[src/rtl/gmem_port_arbiter_if.sv]
// Shared graph_memory read port: requester-side handshake plus the single memory port.
interface gmem_port_arbiter_if #(
   parameter int NUM_REQ    = 4,
   parameter int ADDR_WIDTH = 32,
   parameter int DATA_WIDTH = 32
);
   logic [NUM_REQ-1:0]                 req_valid_in;
   logic [NUM_REQ-1:0][ADDR_WIDTH-1:0] req_addr_in;
   logic [NUM_REQ-1:0]                 req_ready_out;
   logic [NUM_REQ-1:0]                 resp_valid_out;
   logic [DATA_WIDTH-1:0]              resp_data_out;
   logic [ADDR_WIDTH-1:0]              mem_req_out;
   logic                               mem_valid_out;
   logic [DATA_WIDTH-1:0]              mem_data_in;
   logic                               mem_valid_in;

   // arbiter side
   modport slave (
      input  req_valid_in, req_addr_in, mem_data_in, mem_valid_in,
      output req_ready_out, resp_valid_out, resp_data_out, mem_req_out, mem_valid_out
   );

   // requesters + memory side
   modport master (
      output req_valid_in, req_addr_in, mem_data_in, mem_valid_in,
      input  req_ready_out, resp_valid_out, resp_data_out, mem_req_out, mem_valid_out
   );
endinterface

[src/rtl/gmem_port_arbiter.sv]
// gmem_port_arbiter: round-robin sharing of one fixed-latency graph_memory read port.
// Requests are tagged with their requester index; the tag rides a shift register
// aligned to the memory latency so each response is routed back to its issuer.

// One-deep request register per requester.
module gmem_req_slot #(
   parameter int ADDR_WIDTH = 32
) (
   input  logic                  clk_in,
   input  logic                  rst_in,
   input  logic                  req_valid,
   input  logic [ADDR_WIDTH-1:0] req_addr,
   input  logic                  gnt,
   output logic                  pend_v,
   output logic [ADDR_WIDTH-1:0] pend_a
);
   // ready is ~pend_v, so a grant and a refill never land on the same edge
   always_ff @(posedge clk_in) begin
      if (rst_in) begin
         pend_v <= 1'b0;
         pend_a <= '0;
      end else if (gnt) begin
         pend_v <= 1'b0;
      end else if (req_valid && !pend_v) begin
         pend_v <= 1'b1;
         pend_a <= req_addr;
      end
   end
endmodule

module gmem_port_arbiter #(
   parameter int NUM_REQ     = 4,
   parameter int ADDR_WIDTH  = 32,
   parameter int DATA_WIDTH  = 32,
   parameter int MEM_LATENCY = 2
) (
   input  logic                clk_in,
   input  logic                rst_in,
   gmem_port_arbiter_if.slave  bus,
   output logic                idle_out,
   output logic                err_out
);
   localparam int IW = $clog2(NUM_REQ);
   localparam logic [NUM_REQ-1:0] ONE_HOT0 = NUM_REQ'(1);

   logic [NUM_REQ-1:0]                 pend_v;
   logic [NUM_REQ-1:0][ADDR_WIDTH-1:0] pend_a;
   logic [NUM_REQ-1:0]                 gnt;
   logic [IW-1:0]                      rr_ptr, gidx, cand;
   logic                               found;

   // Stage 0 is loaded on the same edge as mem_valid_out, so the tail
   // (stage MEM_LATENCY) lines up with the matching mem_valid_in.
   logic [MEM_LATENCY:0]               vld_pipe;
   logic [MEM_LATENCY:0][IW-1:0]       id_pipe;
   logic                               tail_v;
   logic [IW-1:0]                      tail_id;
   logic [DATA_WIDTH-1:0]              resp_data_q;

   gmem_req_slot #(.ADDR_WIDTH(ADDR_WIDTH)) u_slot [NUM_REQ-1:0] (
      .clk_in    (clk_in),
      .rst_in    (rst_in),
      .req_valid (bus.req_valid_in),
      .req_addr  (bus.req_addr_in),
      .gnt       (gnt),
      .pend_v    (pend_v),
      .pend_a    (pend_a)
   );

   assign bus.req_ready_out = ~pend_v;
   assign bus.resp_data_out = resp_data_q;
   assign tail_v            = vld_pipe[MEM_LATENCY];
   assign tail_id           = id_pipe[MEM_LATENCY];

   // round-robin search starting one past the last grant, wrapping upward
   always_comb begin
      found = 1'b0;
      gidx  = rr_ptr;
      cand  = rr_ptr;
      gnt   = '0;
      for (int k = 0; k < NUM_REQ; k++) begin
         cand = (cand == IW'(NUM_REQ - 1)) ? '0 : cand + IW'(1);
         if (!found && pend_v[cand]) begin
            found = 1'b1;
            gidx  = cand;
         end
      end
      if (found) gnt[gidx] = 1'b1;
   end

   // issue the granted address; mem_req_out holds when nothing is granted
   always_ff @(posedge clk_in) begin
      if (rst_in) begin
         rr_ptr            <= IW'(NUM_REQ - 1);
         bus.mem_valid_out <= 1'b0;
         bus.mem_req_out   <= '0;
      end else begin
         bus.mem_valid_out <= found;
         if (found) begin
            rr_ptr          <= gidx;
            bus.mem_req_out <= pend_a[gidx];
         end
      end
   end

   // tag pipeline advances every cycle
   always_ff @(posedge clk_in) begin
      if (rst_in) begin
         vld_pipe <= '0;
         id_pipe  <= '0;
      end else begin
         vld_pipe <= {vld_pipe[MEM_LATENCY-1:0], found};
         id_pipe  <= {id_pipe[MEM_LATENCY-1:0], gidx};
      end
   end

   // route responses by tag; any tag/data mismatch sets the sticky error
   always_ff @(posedge clk_in) begin
      if (rst_in) begin
         bus.resp_valid_out <= '0;
         resp_data_q        <= '0;
         err_out            <= 1'b0;
      end else begin
         bus.resp_valid_out <= (tail_v && bus.mem_valid_in) ? (ONE_HOT0 << tail_id) : '0;
         if (tail_v && bus.mem_valid_in) resp_data_q <= bus.mem_data_in;
         if (tail_v != bus.mem_valid_in) err_out <= 1'b1;
      end
   end

   // idle: nothing pending, nothing in flight, nothing being issued
   always_ff @(posedge clk_in) begin
      if (rst_in) idle_out <= 1'b1;
      else        idle_out <= ~|pend_v & ~|vld_pipe & ~bus.mem_valid_out;
   end
endmodule

[src/flat_wrapper.sv]
// flat-port wrapper written by rule: the top's interface ports become plain ports
module gmem_port_arbiter_flat 
#(
   parameter int NUM_REQ     = 4,
   parameter int ADDR_WIDTH  = 32,
   parameter int DATA_WIDTH  = 32,
   parameter int MEM_LATENCY = 2
)
  (clk_in, rst_in, idle_out, err_out, bus_req_valid_in, bus_req_addr_in, bus_mem_data_in, bus_mem_valid_in, bus_req_ready_out, bus_resp_valid_out, bus_resp_data_out, bus_mem_req_out, bus_mem_valid_out);
  gmem_port_arbiter_if #(.NUM_REQ(NUM_REQ), .ADDR_WIDTH(ADDR_WIDTH), .DATA_WIDTH(DATA_WIDTH)) bus_i ();
  input  logic clk_in;
  input  logic rst_in;
  output logic idle_out;
  output logic err_out;
  input wire logic [$bits(bus_i.req_valid_in)-1:0] bus_req_valid_in;
  input wire logic [$bits(bus_i.req_addr_in)-1:0] bus_req_addr_in;
  input wire logic [$bits(bus_i.mem_data_in)-1:0] bus_mem_data_in;
  input wire logic [$bits(bus_i.mem_valid_in)-1:0] bus_mem_valid_in;
  output wire logic [$bits(bus_i.req_ready_out)-1:0] bus_req_ready_out;
  output wire logic [$bits(bus_i.resp_valid_out)-1:0] bus_resp_valid_out;
  output wire logic [$bits(bus_i.resp_data_out)-1:0] bus_resp_data_out;
  output wire logic [$bits(bus_i.mem_req_out)-1:0] bus_mem_req_out;
  output wire logic [$bits(bus_i.mem_valid_out)-1:0] bus_mem_valid_out;
  assign bus_i.req_valid_in = bus_req_valid_in;
  assign bus_i.req_addr_in = bus_req_addr_in;
  assign bus_i.mem_data_in = bus_mem_data_in;
  assign bus_i.mem_valid_in = bus_mem_valid_in;
  assign bus_req_ready_out = bus_i.req_ready_out;
  assign bus_resp_valid_out = bus_i.resp_valid_out;
  assign bus_resp_data_out = bus_i.resp_data_out;
  assign bus_mem_req_out = bus_i.mem_req_out;
  assign bus_mem_valid_out = bus_i.mem_valid_out;
  gmem_port_arbiter #(.NUM_REQ(NUM_REQ), .ADDR_WIDTH(ADDR_WIDTH), .DATA_WIDTH(DATA_WIDTH), .MEM_LATENCY(MEM_LATENCY)) u_core (.clk_in(clk_in), .rst_in(rst_in), .bus(bus_i), .idle_out(idle_out), .err_out(err_out));
endmodule
[config.mk]
export PLATFORM = sky130hd
export DESIGN_NAME = gmem_port_arbiter_flat
export DESIGN_NICKNAME = d
export VERILOG_FILES = /design/src/rtl/gmem_port_arbiter_if.sv /design/src/rtl/gmem_port_arbiter.sv /design/src/flat_wrapper.sv
export SDC_FILE = /design/constraint.sdc
export NUM_CORES = 1
export LEC_CHECK = 0
export CORE_MARGIN = 4
export CORE_UTILIZATION = 48
export CTS_CLUSTER_SIZE = 28
export DETAILED_ROUTE_END_ITERATION = 16
export GPL_TIMING_DRIVEN = 1
export PLACE_DENSITY = 0.79
export SLEW_MARGIN = 20
export SYNTH_ARGS = -nofsm -noshare
export SYNTH_HDL_FRONTEND = slang
export SYNTH_SLANG_ARGS = --single-unit
[constraint.sdc]
create_clock -name clk_in -period 5.1 [get_ports clk_in]
set_input_delay 1.02 -clock clk_in [delete_from_list [all_inputs] [get_ports clk_in]]
set_output_delay 1.02 -clock clk_in [all_outputs]
set_load 0.005 [all_outputs]
Word-level counts from Yosys, hierarchy flattened
Index checks and enable logic that the tools add are counted.
{ "word_totals": {"regBits": 214, "latch_bits": 0, "ramBits": 0, "mem_bits_ro": 0, "inputBits": 167, "out_inout_bits": 75, "wordCells": 98, "mem_count": 0} }
{ "classes": {"add_sub_neg": 4, "n_mul": 0, "div": 0, "n_lt_le_gt_ge": 6, "eq_ne": 5, "n_shift": 1, "muxes": 25, "n_bitwise": 9, "reduce_logical": 29} }
{ "op_table": {"columns": ["cell", "n"], "rows": [
  ["$bmux W32 S2", 1],
  ["$mux W32", 1],
  ["$mux W2", 8],
  ["$lt A2 B3 Y1 const B", 5],
  ["$reduce_or A2 Y1", 5],
  ["$logic_and A1 B1 Y1", 9],
  ["$logic_not A1 Y1", 9],
  ["$mux W1", 9],
  ["$add A2 B1 Y2 const B", 4],
  ["$bmux W1 S2", 4],
  ["$eq A2 B2 Y1 const B", 4],
  ["$reduce_and A2 Y1", 4],
  ["$not A1 Y1", 6],
  ["$mux W4", 1],
  ["$not A4 Y4", 1],
  ["$reduce_or A4 Y1", 1],
  ["$shl A1 B2 Y4 const A", 1],
  ["$reduce_or A3 Y1", 1],
  ["$and A1 B1 Y1", 2],
  ["$demux W1 S2", 1],
  ["$ge A2 B1 Y1 const B", 1],
  ["$ne A1 B1 Y1", 1]
]} }

Longest topological paths before layout
Gate-level depths: netlist (run 1).
{ "depth": {"word_depth": 21, "ltp_mapped": 13, "depth_no_buf": 7} }

By module
From an unflattened synthesis (run 1), not the netlist that was laid out.
{ "unflattened": {"cells_unflattened": 1003, "area_unflattened_um2": 10232.3} }
{ "by_module_without_submodules": {"columns": ["mod", "instances", "cells_each", "area_per_inst_um2", "seq_area_each_um2"], "rows": [
  ["gmem_req_slot", 4, 143, 1501.4, 660.6],
  ["gmem_port_arbiter", 1, 431, 4226.6, 1621.6]
]} }

Least setup slack after synthesis (run 1)
Ideal clock, no wire load.
{ "synth_timing": {"path_type": "flip-flop to flip-flop", "from": "register u_core.rr_ptr[0]", "to": "register u_core.u_slot[2].pend_a[10]", "setup_ns": 0.072, "t_arrival_ns": 2.704, "required_time_ns": 5.028, "setup_slack_ns": 2.324, "path_stages_with_launch": 12, "path_buffers": 4, "period_less_slack_ns": 2.776, "cell_sequence": "dfxtp_1 -> ha_1 -> buf_6 -> buf_6 -> or3b_1 -> and4_1 -> o32a_1 -> and2_1 -> buf_2 -> a21oi_4 -> buf_6 -> mux2i_1"} }
{ "synth_between": {"elab_chain_cells": 21, "word_cells_on_any_way": 42, "classes_between": "add/sub (4); order compare (2); eq/ne (4); mux (23); bitwise (1); reduce/logical (8)"} }
{ "synth_lines": {"columns": ["item", "line", "text"], "rows": [
  ["from (decl)", "gmem_port_arbiter.sv:49", "logic [IW-1:0] rr_ptr, gidx, cand;"],
  ["from (signal assigned)", "gmem_port_arbiter.sv:94", "rr_ptr <= IW'(NUM_REQ - 1);"],
  ["from (signal assigned)", "gmem_port_arbiter.sv:100", "rr_ptr <= gidx;"],
  ["parallel branches: the longest is 18 deep, another holds $add A2 B1 Y2", null, null],
  ["$mux W4 *", "gmem_port_arbiter.sv:88", "if (found) gnt[gidx] = 1'b1;"],
  ["$not A1 Y1 (no source line) *", null, null],
  ["$reduce_and A2 Y1 (no source line) *", null, null],
  ["to (signal assigned)", "gmem_port_arbiter.sv:26", "pend_a <= req_addr;"],
  ["to (decl)", "gmem_port_arbiter.sv:15", "output logic [ADDR_WIDTH-1:0] pend_a"]
]} }
Every way passes the cells marked *. The select of a mux whose other input is x is not followed.
A chain may end at the register's enable or synchronous reset.

Worst setup path in the final report (run 1)
{ "layout_timing": {"from": "register u_core.rr_ptr[0]", "to": "register u_core.u_slot[3].pend_a[3]"} }
{ "layout_between": {"elab_chain_cells": 21, "word_cells_on_any_way": 42, "classes_between": "add/sub (4); order compare (2); eq/ne (4); mux (23); bitwise (1); reduce/logical (8)"} }
{ "layout_lines": {"columns": ["item", "line"], "rows": [
  ["parallel branches: the longest is 18 deep, another holds $add A2 B1 Y2", null],
  ["$mux W4 *", "gmem_port_arbiter.sv:88"],
  ["$not A1 Y1 (no source line) *", null],
  ["$reduce_and A2 Y1 (no source line) *", null],
  ["to (signal assigned)", "gmem_port_arbiter.sv:26"],
  ["to (decl)", "gmem_port_arbiter.sv:15"]
]} }
Marked as above.

==> impl_metrics.tcl, run 1 <==
set metrics [dict create \
    syn2layout_area_growth_pct 34.39 \
    synth_area_um2 9308 \
    avgSynthCellArea_um2 9.440 \
    seq_area_frac_synth_pct 45.81 \
    skew_ns 0.02443 \
    dp_slack_ns 0.8599 \
    p_leak_nw 4.914 \
    wirelength_mm 25.24 \
    synth_nets 1155 \
    cts.sinks 213 \
    hold_viol 0 \
    synth-main-ff-cell "dfxtp_1" \
    cp_data_required_time_ns 5.52 \
    holdBufCountCts 0 \
    ios 242 \
    synth.largest_area_cell "dfxtp_1" \
    wl_per_cell_um 17.30 \
    drive_gt1_share_pct 6.005 \
    ir_drop_mv 0.5095 \
    synthDistinctLibCells 53 \
    cts.clk_slew.worst_paths_ns 0.06 \
    tns_ns 0 \
    crit_path_end_kind "flop" \
    core_area_um2 18890 \
    die_w_um 147.3 \
    via_per_inst 5.251 \
    dp_hpwl_mm 17.26 \
    first_iter_violations 458 \
    netlist.area_leader.share_pct 45.81 \
    tightest_slew_ns 1.030 \
    grt_usage_pct 22.21 \
    die_h_um 147.3 \
    cts_tree "built" \
    start_util_pct 49.26 \
    root_buffer "clkbuf_16" \
    dr.pass1.iters 5 \
    setup_viol 0 \
    n_fill_cell 1563 \
    async_flop_share_pct 0 \
    ys_warn_count 0 \
    placementRows 50 \
    cts_setup_buffers 0 \
    startpoint_type "flop" \
    syn_inst 986 \
    cts_max_level 1 \
    drc 0 \
    maxCapViolCount 0 \
    path_class "flop to flop" \
    num-nets-final 1352 \
    slew_headroom_pct 31.15 \
    grt_pass1_wl_mm 39.64 \
    rsz0062_at_grt "false" \
    hp-class "flop to flop" \
    cts_resized 0 \
    dr_total_vias 7661 \
    min_period_ns 4.245 \
    outcome "completed" \
    overflow 0 \
    grt_pass1_vias 7535 \
    cts_buffers 23 \
    clkLatencyLatePin_ns 0.52 \
    p_total_mw 7.696 \
    powerDensity_nw_per_um2 615.3 \
    max_freq_mhz 235.6 \
    cp_max_fo 25 \
    synthTopCellsByArea "dfxtp_1 (46%), mux2i_1 (24%), nand2_1 (11%)" \
    gp_congestion 0.8399 \
    grt_max_degree 160 \
    clk_path_buf_depth 3 \
    postRouteAntennaNets 0 \
    arrival_ns 4.67 \
    final_max_slew_viol_count 0 \
    port_buffers 241 \
    die_area_um2 21680 \
    synth-edff-count 0 \
    antenna_found_initial 2 \
    finalCritPeriodShare_pct 83.23 \
    synth-seq-cells 213 \
    antenna_cells 0 \
    fin_ws_ns 0.8553 \
]
==> cells in the mapped netlist (all sizes together), types with 2 or more instances <==
| cell | n |
|---|---|
| nand2 | 269 |
| inv | 5 |
| dfxtp | 213 |
| nand2b | 5 |
| a221oi | 31 |
| nor3b | 3 |
| buf | 37 |
| or3b | 2 |
| mux2 | 3 |
| clkbuf | 46 |
| and2 | 2 |
| o21ai | 36 |
| a32o | 2 |
| nor2b | 11 |
| a211oi | 5 |
| mux2i | 228 |
| nor2 | 50 |
| a311oi | 3 |
| a31oi | 2 |
| o221ai | 2 |
| ha | 2 |
| nand3 | 2 |
| a21oi | 2 |
| nor4 | 2 |
| o311a | 2 |
==> sequential cells by signal, summed over array words and instances (netlist names) <==
register and flops:
u_core.rr_ptr 2, u_core.vld_pipe 3, u_core.u_slot.pend_a 128, u_core.bus.resp_valid_out 4, u_core.bus.resp_data_out 32, u_core.id_pipe 4
u_core.u_slot.pend_v 4, u_core.tail_id 2, u_core.err_out 1, u_core.idle_out 1, u_core.bus.mem_req_out 32
==> layer usage <==
layer  vias up  track usage [%]  part of all wire [%]
met2       257            36.61                    47
met3        54            5.275                   7.4
met1      3573            29.29                    44
li1       3773                -                     -
met4         4            6.198                   2.2
met5         -                0                 0.083
==> final cells by class <==
cell class / count / area, µm² / area share [%]
multi-input cells: 684 / 4592 / 36.71
clock inverters: 10 / 136.4 / 1.090
inverters: 6 / 30.03 / 0.2401
repair buffers: 255 / 2525 / 20.19
flip-flops and latches: 213 / 4264 / 34.09
well taps: 260 / 325.3 / 2.601
clock buffers: 31 / 635.6 / 5.082
==> metrics by stage <==
step / utilization [%] / instances / hold slack (ns) / instance area, µm²
finish: 66.21 / 1459 / 0.4367 / 12510
global route: 66.21 / 1459 / 0.4618 / 12510
CTS: 66.21 / 1459 / 0.4367 / 12510
detailed placement: 62.12 / 1418 / 0.4234 / 11740
global placement: 62.12 / 1418 / 0.4214 / 11740
floorplan: - / 986 / 0.4138 / 9308
==> worst paths after layout <==
check             depth (start not counted)  slack, ns               from                          to
setup reg to reg                          9       0.86   u_core.rr_ptr[0]  u_core.u_slot[3].pend_a[3]
setup / recovery                          9       0.86   u_core.rr_ptr[0]  u_core.u_slot[3].pend_a[3]
hold reg to reg                           1       0.44  u_core.id_pipe[3]           u_core.tail_id[1]
hold / removal                            1       0.44  u_core.id_pipe[3]           u_core.tail_id[1]
==> worst max-delay path, stage by stage, from the launching register on <==
cell and delay (ns):
dfxtp_1 0.29, buf_4 0.18, ha_1 0.84, mux2_1 0.38
a32o_1 0.25, a31oi_1 0.38, o221a_2 0.66, o311a_2 0.42
buf_4 0.48, mux2i_1 0.26
==> cell families after synthesis <==
| family | after synthesis | share of synthesized area (%) |
|---|---|---|
| simple gates | 354 | 15.41 |
| mux | 231 | 25.02 |
| flops | 213 | 45.81 |
| compound gates | 95 | 8.187 |
| buf+inv | 89 | 5.122 |
| xor+xnor | 2 | 0.1882 |
| fa+ha+maj | 2 | 0.2688 |
==> power breakdown <==
| part | total, mW | switching (mW) | internal, mW |
|---|---|---|---|
| Combinational | 3.56 | 1.96 | 1.60 |
| Clock | 1.70 | 0.672 | 1.03 |
| Sequential | 2.44 | 0.300 | 2.14 |
==> placed cells by master, fill, tap and decap left out, types with 7 or more instances in the layout <==
cell               n
a221oi_1          24
dfxtp_1          213
nor2_1            49
nand2_1          269
o21ai_0           36
a221oi_2           7
nor2b_1           11
buf_4             13
clkbuf_16         23
mux2i_1          227
clkdlybuf4s50_1  240
Note: power is estimated with default switching activity, not from simulation.
==> run 2, diff against run 1 <==
--- a/config.mk
+++ b/config.mk
@@ -6,11 +6,11 @@
 export NUM_CORES = 1
 export LEC_CHECK = 0
 export CORE_MARGIN = 4
-export CORE_UTILIZATION = 48
+export CORE_UTILIZATION = 44
 export CTS_CLUSTER_SIZE = 28
 export DETAILED_ROUTE_END_ITERATION = 16
 export GPL_TIMING_DRIVEN = 1
-export PLACE_DENSITY = 0.79
+export PLACE_DENSITY = 0.76
 export SLEW_MARGIN = 20
 export SYNTH_ARGS = -nofsm -noshare
 export SYNTH_HDL_FRONTEND = slang
==> constraint.sdc (replaced) <==
create_clock -name clk_in -period 3.9 [get_ports clk_in]
set_input_delay 0.78 -clock clk_in [delete_from_list [all_inputs] [get_ports clk_in]]
set_output_delay 0.78 -clock clk_in [all_outputs]
set_load 0.005 [all_outputs]
==> run 2 against run 1 <==
Compared with the run above:
- cell count grew 1.3%
- hold slack worse by 0.00056 ns
- critical path type unchanged
- setup slack got worse by 0.20 ns
==> impl_metrics.tcl, run 2 (synthesized netlist as in run 1, its figures left out) <==
set metrics [dict create \
    root_buffer "clkbuf_16" \
    grt_max_degree 140 \
    clk_path_buf_depth 3 \
    dr_total_vias 7761 \
    cp_max_fo 32 \
    tightest_slew_ns 0.8123 \
    cts_buffers 23 \
    powerDensity_nw_per_um2 820.7 \
    hold_viol 0 \
    final_common_cell "nand2_1" \
    start_util_pct 45.42 \
    syn2layout_area_growth_pct 36.64 \
    dr.pass1.iters 5 \
    wirelength_mm 25.81 \
    tns_ns 0 \
    port_buffers 241 \
    first_iter_violations 460 \
    dp_hpwl_mm 17.57 \
    ir_drop_mv 0.9042 \
    cts_resized 0 \
    largest_reg_flops 128 \
    cp_data_required_time_ns 4.31 \
    n_fill_cell 1727 \
    finalCritPeriodShare_pct 83.10 \
    sequentialPowerShare_pct 30.6 \
    path_class "flop to flop" \
    p_int_mw 6.484 \
    drive_gt1_share_pct 7.119 \
    startpoint_type "flop" \
    outcome "completed" \
    cts.sinks 213 \
    slew_headroom_pct 45.85 \
    grt_pass1_wl_mm 40.08 \
    critPathSlowestCell "ha_1" \
    grt_usage_pct 20.43 \
    final_max_slew_viol_count 0 \
    cts_setup_buffers 0 \
    die_w_um 153.4 \
    grt_pass1_vias 7584 \
    antenna_found_initial 2 \
    min_period_ns 3.241 \
    num-nets-final 1360 \
    crit_path_end_kind "flop" \
    die_area_um2 23550 \
    critPathLaunch "u_core.rr_ptr[0]" \
    gp_congestion 0.7974 \
    clkLatencyLatePin_ns 0.51 \
    placementRows 52 \
    overflow 0 \
    max_freq_mhz 308.5 \
    ios 242 \
    wl_per_cell_um 17.46 \
    antenna_cells 0 \
    regMostFlops "u_core.u_slot.pend_a" \
    path_buf_inv 1 \
    postRouteAntennaNets 0 \
    holdBufCountCts 0 \
    timing.rr.start "u_core.rr_ptr[0]" \
    skew_ns 0.02173 \
    setup_viol 0 \
    cp_top_family "simple AND/OR/NAND/NOR gates" \
    final_cell_mix "nand2_1 (269), clkdlybuf4s50_1 (240), mux2i_1 (227)" \
    rsz0062_at_grt "false" \
    switching_share_pct 37.88 \
    die_h_um 153.4 \
    core_area_um2 20490 \
    hp-class "flop to flop" \
    power_frac_comb_pct 47.7 \
    hold_start "u_core.id_pipe[2]" \
    worst_path_largest_cell_delay_ns 0.57 \
    maxCapViolCount 0 \
    cts_tree "built" \
    via_per_inst 5.251 \
    clockPowerShare_pct 21.7 \
    p_leak_nw 5.005 \
    p_total_mw 10.44 \
    crit_path_cell_trace "ha_1, or3b_1, and4_1, o32a_1, and2_2, a21oi_4, buf_12, mux2i_1" \
    cts.clk_slew.worst_paths_ns 0.06 \
    power.switching_mw 3.955 \
    cts_max_level 1 \
    arrival_ns 3.65 \
    drc 0 \
]
## run 2: cell types whose count changed in the layout (fill, tap and decap cells not counted)
cell        before  now
nor4_1           2    1
bufinv_16        3    2
nor4_2           0    1
buf_12           1    9
clkinv_4         2    0
clkbuf_8         3    8
clkinvlp_4       0    1
clkbuf_1         5    1
inv_6            1    3
## run 2: path summary, 6_finish.rpt
check	endpoint	slack, ns	cells after the start
max reg2reg	u_core.u_slot[2].pend_a[0]	0.66	8
min	u_core.tail_id[0]	0.44	1
min reg2reg	u_core.tail_id[0]	0.44	1
max	u_core.u_slot[2].pend_a[0]	0.66	8
## run 2: worst reg2reg max path: cells and delay by family (launching register included)
| kind | cells | cell delay (ns) |
|---|---|---|
| fa+ha+maj | 1 | 0.57 |
| simple gates | 3 | 1.07 |
| flops | 1 | 0.31 |
| compound gates | 2 | 0.65 |
| buf+inv | 1 | 0.28 |
| mux | 1 | 0.29 |
## run 2: routing by layer
metal  vias to the layer above  part of all wire, %  global-route usage (%)
li1                       3801                    -                       -
met1                      3642                   45                   27.53
met2                       270                   46                   33.51
met3                        44                  6.9                   4.439
met4                         4                  2.0                   5.172
met5                         -                 0.15                       0
## run 2: power groups by stage
stage	clock network (mW)	registers (mW)	logic, mW
after floorplan	0	3.07	3.61
after global placement	0	3.22	4.90
after detailed placement	0	3.22	4.95
after CTS	2.30	3.19	4.99
after global routing	2.40	3.26	5.30
final	2.26	3.20	4.98
## run 2: metrics by stage
step | hold WS [ns] | cell area (µm²) | std cells | util, % | setup WS, ns
2_1_floorplan | 0.4138 | 9308 | 986 | - | 1.124
3_3_place_gp | 0.4174 | 11910 | 1436 | 58.11 | 0.7587
3_5_place_dp | 0.4283 | 11910 | 1436 | 58.11 | 0.6777
4_1_cts | 0.4432 | 12710 | 1478 | 62.03 | 0.6494
5_1_grt | 0.4592 | 12720 | 1478 | 62.06 | 0.4733
6_report | 0.4362 | 12720 | 1478 | 62.06 | 0.6589
## run 2: area by class of cell
type	instances	area [µm²]	area share [%]
tap	270	337.8	2.656
inverter	6	30.03	0.2361
multi-input combinational	684	4598	36.15
clock buffer	32	689.4	5.421
clock inverter	10	113.9	0.8952
sequential	213	4264	33.53
timing repair buffer	263	2685	21.11
==> run 3, diff against run 2 <==
--- a/config.mk
+++ b/config.mk
@@ -6,11 +6,11 @@
 export NUM_CORES = 1
 export LEC_CHECK = 0
 export CORE_MARGIN = 4
-export CORE_UTILIZATION = 44
+export CORE_UTILIZATION = 48
 export CTS_CLUSTER_SIZE = 28
 export DETAILED_ROUTE_END_ITERATION = 16
 export GPL_TIMING_DRIVEN = 1
-export PLACE_DENSITY = 0.76
+export PLACE_DENSITY = 0.79
 export SLEW_MARGIN = 20
 export SYNTH_ARGS = -nofsm -noshare
 export SYNTH_HDL_FRONTEND = slang
==> constraint.sdc (replaced) <==
create_clock -name clk_in -period 3.1 [get_ports clk_in]
set_input_delay 0.62 -clock clk_in [delete_from_list [all_inputs] [get_ports clk_in]]
set_output_delay 0.62 -clock clk_in [all_outputs]
set_load 0.005 [all_outputs]
==> run 3 against run 2 <==
Compared with the run above:
- combinational power grew 29%
- largest cell class unchanged
- critical path depth is the same
- sequential cell count is the same
==> impl_metrics.tcl, run 3 (synthesized netlist as in run 1, its figures left out) <==
set metrics [dict create \
    ios 242 \
    wirelength_mm 25.72 \
    hold_start "u_core.id_pipe[2]" \
    max_freq_mhz 346.2 \
    n_fill_cell 1513 \
    die_w_um 147.3 \
    fin_ws_ns 0.2117 \
    holdBufCountCts 0 \
    setup_viol 0 \
    core_area_um2 18890 \
    startpoint_type "flop" \
    rsz0062_at_grt "false" \
    cts_tree "built" \
    placementRows 50 \
    cts_max_level 1 \
    p_leak_nw 5.028 \
    drc 0 \
    multiInputGateArea_um2 4604 \
    first_iter_violations 395 \
    path_class "flop to flop" \
    clkLatencyLatePin_ns 0.49 \
    p_total_mw 13.14 \
    clk_path_buf_depth 3 \
    final_max_slew_viol_count 0 \
    die_area_um2 21680 \
    cts.sinks 213 \
    root_buffer "clkbuf_16" \
    postRouteAntennaNets 0 \
    arrival_ns 3.27 \
    port_buffers 241 \
    skew_ns 0.008477 \
    antenna_found_initial 3 \
    finalCritPeriodShare_pct 93.17 \
    slew_headroom_pct 62.60 \
    cp_max_fo 14 \
    critPathLaunch "u_core.rr_ptr[1]" \
    wl_per_cell_um 17.39 \
    worst_path_largest_cell_delay_ns 0.39 \
    crit_path_cell_trace "ha_4, mux2_1, a32o_1, a31oi_1, o221a_2, buf_4, mux2i_1, a221oi_1" \
    final_cell_mix "nand2_1 (269), clkdlybuf4s50_1 (240), mux2i_1 (227)" \
    holdWs_ns 0.4367 \
    largest_reg_flops 128 \
    ff_latch_area_um2 4264 \
    cts.clk_slew.worst_paths_ns 0.06 \
    start_util_pct 49.26 \
    grt_pass1_vias 7802 \
    tightest_slew_ns 0.5610 \
    dpl_cell_area_um2 11990 \
    powerDensity_nw_per_um2 1030 \
    fin_area_um2 12760 \
    maxCapViolCount 0 \
    via_per_inst 5.291 \
    cp_data_required_time_ns 3.49 \
    dp_hpwl_mm 17.67 \
    drive_gt1_share_pct 7.307 \
    critPathSlowestCell "ha_4" \
    hold_viol 0 \
    tns_ns 0 \
    gp_congestion 0.8385 \
    die_h_um 147.3 \
    outcome "completed" \
    timing.rr.start "u_core.rr_ptr[1]" \
    dr_total_vias 7826 \
    cp_top_family "compound AO/OA/AOI/OAI gates" \
    dp_slack_ns 0.03783 \
    grt_usage_pct 22.65 \
    dr.pass1.iters 7 \
    grt_max_degree 100 \
    crit_path_end_kind "flop" \
    final_common_cell "nand2_1" \
    regMostFlops "u_core.u_slot.pend_a" \
    num-nets-final 1371 \
    ir_drop_mv 0.8132 \
    syn2layout_area_growth_pct 37.08 \
    min_period_ns 2.888 \
    hp-class "flop to flop" \
    cts_buffers 23 \
    overflow 0 \
    grt_pass1_wl_mm 40.59 \
    path_buf_inv 1 \
]
-- run 3: changes by cell type in the layout (fill, tap and decap cells not counted), moves of 2 or more --
cell	previous run	this run
inv_6	3	0
clkbuf_8	8	5
clkinv_2	4	2
buf_4	13	23
clkbuf_1	1	8
-- run 3: area by class of cell --
class                   instances  area share, %
flip-flops and latches        213          33.42
repair buffers                274          21.79
diodes                          1        0.01961
clock inverters                 5         0.6080
clock buffers                  36          5.286
inverters                       6         0.2354
well taps                     260          2.550
multi-input cells             684          36.09
-- run 3: stage by stage --
step	std cells	util, %
finish	1479	67.53
global route	1478	67.52
CTS	1478	67.46
detailed placement	1437	63.47
global placement	1437	63.47
floorplan	986	-
-- run 3: final timing paths --
check	slack (ns)	cells after the start	to
max	0.21	8	u_core.bus.mem_req_out[18]
min	0.44	1	u_core.tail_id[0]
max reg2reg	0.21	8	u_core.bus.mem_req_out[18]
min reg2reg	0.44	1	u_core.tail_id[0]
-- run 3: what timing repair did --
| action | 4_1_cts | 5_1_grt |
|---|---|---|
| setup buffers | 0 | 0 |
| pin swaps | 0 | 0 |
| resized for setup | 1 | 1 |
| endpoints found under the setup margin | 2 | 3 |
| gates cloned | 0 | 0 |
-- run 3: routing by layer --
| layer | vias up | routed length (µm) | GRT usage (%) |
|---|---|---|---|
| li1 | 3824 | - | - |
| met4 | 6 | 472 | 4.473 |
| met3 | 38 | 2034 | 5.706 |
| met5 | - | 47 | 0 |
| met1 | 3657 | 11020 | 29.31 |
| met2 | 301 | 12140 | 38.64 |
-- run 3: power breakdown --
| group | total, mW | switching [mW] | internal [mW] |
|---|---|---|---|
| registers | 4.00 | 0.485 | 3.51 |
| logic | 6.44 | 3.39 | 3.04 |
| clock network | 2.71 | 1.05 | 1.66 |
| total | 13.1 | 4.93 | 8.21 |
-- run 3: worst register-to-register path, delay by kind of cell, from the launching register on --
kind | cells | cell delay [ns]
adder cells (fa/ha/maj) | 1 | 0.39
multiplexers | 2 | 0.49
AO/OA/AOI/OAI | 4 | 1.25
buffers and inverters | 1 | 0.32
flip-flops | 1 | 0.33
